[config.mk]
export PLATFORM = sky130hd
export DESIGN_NAME = icache_refill_unit
export DESIGN_NICKNAME = d
export VERILOG_FILES = /design/src/rtl/cache_pkg.sv /design/src/rtl/refill_line_buffer.sv /design/src/rtl/icache_refill_unit.sv
export SDC_FILE = /design/constraint.sdc
export NUM_CORES = 1
export LEC_CHECK = 0
export ABC_AREA = 1
export BUFFER_PORTS_ARGS = -buffer_cell sky130_fd_sc_hd__buf_2
export CAP_MARGIN = 20
export CORE_MARGIN = 8
export CORE_UTILIZATION = 46
export CTS_CLUSTER_DIAMETER = 150
export DETAILED_ROUTE_END_ITERATION = 8
export PLACE_DENSITY = 0.87
export SLEW_MARGIN = 30
export SYNTH_ARGS = -nofsm -noshare
export SYNTH_HDL_FRONTEND = slang
export SYNTH_HIERARCHICAL = 1
export SYNTH_SLANG_ARGS = --single-unit
[constraint.sdc]
create_clock -name clk -period 1.7 [get_ports clk]
set_input_delay 0.17 -clock clk [delete_from_list [all_inputs] [get_ports clk]]
set_output_delay 0.17 -clock clk [all_outputs]
set_load 0.03 [all_outputs]
[src/rtl/cache_pkg.sv]
// Shared refill-path types and AXI constants; the cache side reuses the line geometry.
// No logic here: enum, burst/size/resp encodings and line sizing only.
package cache_pkg;

  typedef enum logic [1:0] {
    ST_IDLE = 2'd0,
    ST_ADDR = 2'd1,
    ST_DATA = 2'd2,
    ST_DONE = 2'd3
  } refill_state_e;

  localparam logic [1:0] BURST_INCR       = 2'b01;
  localparam logic [2:0] SIZE_4B          = 3'b010;
  localparam logic [1:0] RESP_OKAY        = 2'b00;
  localparam int         LINE_OFFSET_BITS = 5;
  localparam int         BLOCK_WIDTH      = 256;

endpackage

[src/rtl/refill_line_buffer.sv]
// Beat-slot line register: one BEAT_W slot per beat, written at the counter index.
// Zero latency to the flat line output; no backpressure, a write is taken whenever wr_en is high.
module refill_line_buffer #(
  parameter int BEAT_W = 32,
  parameter int BEATS  = 8,
  parameter int IDX_W  = $clog2(BEATS)
) (
  input  logic                    clk,
  input  logic                    rstn,
  input  logic                    wr_en,
  input  logic [IDX_W-1:0]        wr_idx,
  input  logic [BEAT_W-1:0]       wr_dat,
  output logic [BEATS*BEAT_W-1:0] line_dat
);

  logic [BEATS-1:0][BEAT_W-1:0] slot_q, slot_d;

  // Unwritten slots keep their value, so a short burst leaves the previous line's tail in place.
  always_comb begin
    slot_d = slot_q;
    for (int k = 0; k < BEATS; k++) begin
      if (wr_en && (wr_idx == IDX_W'(k))) begin
        slot_d[k] = wr_dat;
      end
    end
  end

  always_ff @(posedge clk or negedge rstn) begin
    if (!rstn) begin
      slot_q <= '0;
    end else begin
      slot_q <= slot_d;
    end
  end

  assign line_dat = slot_q;

endmodule

[src/rtl/icache_refill_unit.sv]
// ICache line refill: one INCR burst per miss, beats packed into a line, one-cycle return pulse.
// Latency req->ret_valid is 10 cycles with no wait states; stalls on arready/rvalid, no queueing of rd_req.
module icache_refill_unit
  import cache_pkg::*;
#(
  parameter int         ADDR_W = 32,
  parameter int         BEAT_W = 32,
  parameter int         BEATS  = 8,
  parameter logic [3:0] AXI_ID = 4'h0
) (
  input  logic                    clk,
  input  logic                    rstn,
  input  logic                    rd_req,
  input  logic [ADDR_W-1:0]       rd_addr,
  output logic                    rd_rdy,
  output logic                    ret_valid,
  output logic                    ret_err,
  output logic [BEATS*BEAT_W-1:0] r_data,
  output logic                    arvalid,
  input  logic                    arready,
  output logic [ADDR_W-1:0]       araddr,
  output logic [7:0]              arlen,
  output logic [2:0]              arsize,
  output logic [1:0]              arburst,
  output logic [3:0]              arid,
  input  logic                    rvalid,
  output logic                    rready,
  input  logic [BEAT_W-1:0]       rdata,
  input  logic [1:0]              rresp,
  input  logic                    rlast
);

  localparam int LINE_W = BEATS * BEAT_W;
  localparam int OFS    = $clog2(LINE_W / 8);
  localparam int IDX_W  = $clog2(BEATS);

  refill_state_e     state_q, state_d;
  logic [ADDR_W-1:0] araddr_q, araddr_d;
  logic [IDX_W-1:0]  cnt_q, cnt_d;
  logic              err_q, err_d;
  logic              beat_wr;
  logic              last_slot;

  // Offset bits are dropped by line alignment; the geometry compare only ties the package sizing in.
  logic unused_ok;
  assign unused_ok = ^{rd_addr[OFS-1:0], (LINE_W == BLOCK_WIDTH), (OFS == LINE_OFFSET_BITS)};

  assign last_slot = (cnt_q == IDX_W'(BEATS - 1));

  always_comb begin
    state_d  = state_q;
    araddr_d = araddr_q;
    cnt_d    = cnt_q;
    err_d    = err_q;
    beat_wr  = 1'b0;
    case (state_q)
      ST_IDLE: begin
        if (rd_req) begin
          araddr_d = {rd_addr[ADDR_W-1:OFS], {OFS{1'b0}}};
          cnt_d    = '0;
          err_d    = 1'b0;
          state_d  = ST_ADDR;
        end
      end
      ST_ADDR: begin
        if (arready) begin
          state_d = ST_DATA;
        end
      end
      ST_DATA: begin
        if (rvalid) begin
          beat_wr = 1'b1;
          cnt_d   = cnt_q + 1'b1;
          if (rresp != RESP_OKAY) begin
            err_d = 1'b1;
          end
          // Either end marker closes the line; disagreement between them is a length error.
          if (rlast || last_slot) begin
            state_d = ST_DONE;
            if (rlast != last_slot) begin
              err_d = 1'b1;
            end
          end
        end
      end
      ST_DONE: begin
        state_d = ST_IDLE;
      end
      default: begin
        state_d = ST_IDLE;
      end
    endcase
  end

  always_ff @(posedge clk or negedge rstn) begin
    if (!rstn) begin
      state_q  <= ST_IDLE;
      araddr_q <= '0;
      cnt_q    <= '0;
      err_q    <= 1'b0;
    end else begin
      state_q  <= state_d;
      araddr_q <= araddr_d;
      cnt_q    <= cnt_d;
      err_q    <= err_d;
    end
  end

  refill_line_buffer #(
    .BEAT_W (BEAT_W),
    .BEATS  (BEATS),
    .IDX_W  (IDX_W)
  ) u_line_buf (
    .clk      (clk),
    .rstn     (rstn),
    .wr_en    (beat_wr),
    .wr_idx   (cnt_q),
    .wr_dat   (rdata),
    .line_dat (r_data)
  );

  assign rd_rdy    = (state_q == ST_IDLE);
  assign arvalid   = (state_q == ST_ADDR);
  assign rready    = (state_q == ST_DATA);
  assign ret_valid = (state_q == ST_DONE);
  assign ret_err   = (state_q == ST_DONE) && err_q;
  assign araddr    = araddr_q;
  assign arlen     = 8'(BEATS - 1);
  assign arsize    = SIZE_4B;
  assign arburst   = BURST_INCR;
  assign arid      = AXI_ID;

endmodule

==> flow_metrics.tcl <==
set metrics [dict create \
    whs_endpoint "err_q" \
    worstSetupEndpointType "output pin" \
    hold_viol 0 \
    leakagePower_nw 9.70 \
    area.growth.synth_to_final_pct 39.5 \
    grt_max_degree 53 \
    drc 0 \
    drive_gt1_share_pct 31.0 \
    cap_violations 0 \
    report.final.slew_viol_count 0 \
    ys_warn_count 6 \
    cts.path.max_buffers 3 \
    r2r_slack_ps 40 \
    syn-cell-area_sq_um 11700 \
    fin_area_sq_um 16300 \
    gp_congestion 0.855 \
    total_power_mw 27.7 \
    nets 1785 \
    tritoncts "done" \
    worst_clock_skew_ps 10.9 \
    vias_per_cell 5.31 \
    utilization_pct 65.0 \
    multi_input_area_sq_um 4020 \
    worst_slack_ps 15.8 \
    fillCellCount 1832 \
    regArea_sq_um 7230 \
    crit_type "reg2out" \
    pre_cts_slack_ps -34.5 \
    antenna_cells 0 \
    place_area_sq_um 14000 \
    min_from "rresp[0]" \
    min_period_ps 1680 \
    vias 10900 \
    synth.distinct_cells 20 \
    core_region_area_sq_um 25100 \
    whs_path_depth 5 \
    die_height_um 176 \
    required_ps 1530 \
    port_buffers 354 \
    die_area_sq_um 30800 \
    path_max_fanout 3 \
    io-pin-count 382 \
    grt_pass1_wl_um 64200 \
    r2r-start "state_q[1]" \
    grt.total_usage_pct 26.3 \
    clock-sinks 289 \
    clock_latency_ps 540 \
    max_freq_ghz 0.594 \
    place_inst 1926 \
    ys_seq_area_share_pct 61.8 \
    drtIter0Drc 1116 \
    cts_buffers 30 \
    initial_utilization_pct 46.6 \
    outcome "finished, final reports clean" \
    wl_per_cell_um 21.0 \
    fin_cells 2059 \
    fp-row-count 58 \
    die_w_um 176 \
    reg2reg_depth 7 \
    first_pass_iters 6 \
    holdWs_ps 85.9 \
    worst_ep_arrival_time_ps 1510 \
    r2r_end "araddr[30]" \
    startpoint_type "register" \
    htree_levels 1 \
    power.density_nw_per_um2 1700 \
    peakVddDrop_uv 1210 \
    holdCritPathClass "in2reg" \
    hpwl_um 27100 \
    ys_seq_elements 289 \
    rsz0062_at_grt "yes" \
    synth_cells 1285 \
    ant_nets 0 \
    fin_crit_sh_pct 99.1 \
    finalSetupTns_ps 0 \
    setup_viol 0 \
    root_buffer "clkbuf_16" \
    clk_pin_slew_ps 60 \
    totalWireLength_um 43100 \
    antenna_found_initial 0 \
    syn_avg_cell_area_sq_um 9.11 \
    grt_pass1_vias 11400 \
    overflow 0 \
]
[metal layers]
metal / vias up / global-route usage [%] / wire [um]
met5: - / 0 / 0
met4: 0 / 9.75 / 1460
met3: 119 / 8.03 / 4650
met2: 706 / 45.4 / 21300
met1: 5322 / 30.4 / 15700
li1: 4776 / - / -
[cells in the final DEF, fill, tap and decap left out, types with 3 or more instances in the layout]
cell type / n
nor2_1: 3
ha_4: 4
bufinv_16: 7
dfrtp_1: 289
buf_6: 18
clkbuf_16: 39
nand2_4: 4
nand2_1: 663
buf_4: 25
buf_2: 350
clkbuf_8: 6
nand2_2: 7
buf_12: 20
dlygate4sd3_1: 61
nor2_4: 8
inv_2: 4
conb_1: 22
clkinvlp_4: 3
mux2_4: 27
inv_1: 14
ha_1: 4
clkinv_2: 4
nand3_1: 131
[cells by family (layout without fill, tap and decap cells)]
kind of cell,count (synthesis),in the layout,synth area share (%)
adder cells (fa/ha/maj),8,8,0.855
other,2,22,0.0642
AND/OR/NAND/NOR,818,818,27.8
flip-flops,289,289,61.8
AO/OA/AOI/OAI,4,4,0.171
multiplexers,27,27,3.24
buffers and inverters,137,561,6.09
[area by class of cell]
| type | instances | area share (%) |
|---|---|---|
| Sequential cell | 289 | 44.3 |
| Multi-Input combinational cell | 879 | 24.6 |
| Timing Repair Buffer | 486 | 21.1 |
| Clock buffer | 39 | 5.30 |
| Tap cell | 330 | 2.53 |
| Clock inverter | 17 | 1.71 |
| Inverter | 19 | 0.468 |
[registers in the layout, indices dropped and copies added, names as in the netlist]
signal               cells
err_q                    1
araddr                  27
cnt_q                    3
u_line_buf/line_dat    256
state_q                  2
[worst max path at each step]
stage | startpoint | endpoint
after floorplan | state_q[0] | u_line_buf/line_dat[161]
after global placement | state_q[0] | u_line_buf/line_dat[202]
after detailed placement | state_q[0] | u_line_buf/line_dat[195]
after CTS | state_q[1] | rd_rdy
after global routing | state_q[1] | ret_err
final | state_q[1] | ret_err
[synth_stat cells (all sizes together)]
master,number,share of area (%)
clkbuf,59,2.2
dfrtp,289,62
or2,1,0.053
conb,2,0.064
clkinv,1,0.032
buf,59,3.3
o21ai,2,0.086
a21oi,2,0.086
mux2,27,3.2
nor2,11,0.42
nand3,131,5.6
nand2,675,22
ha,8,0.86
inv,18,0.58
[repair_timing]
action | CTS | global route
setup endpoints to repair | 123 | 252
setup buffers | 2 | 3
gates resized for setup | 20 | 42
pin swaps | 1 | 7
hold endpoints to repair | 518 | 0
cloned | 1 | 10
hold buffers | 61 | 0
[worst max-delay path: stages (launching register included)]
cell and delay [ps]:
dfrtp_1 430, buf_6 160, ha_4 170, nand2_2 60, inv_2 30, buf_6 120
[power breakdown]
group          internal, mW  leakage, nW  switching (mW)
sequential             8.61         3.87            1.15
clock                  4.66        0.555            2.76
combinational          3.33         5.28            7.18
Power figures use the tool's default switching activity.
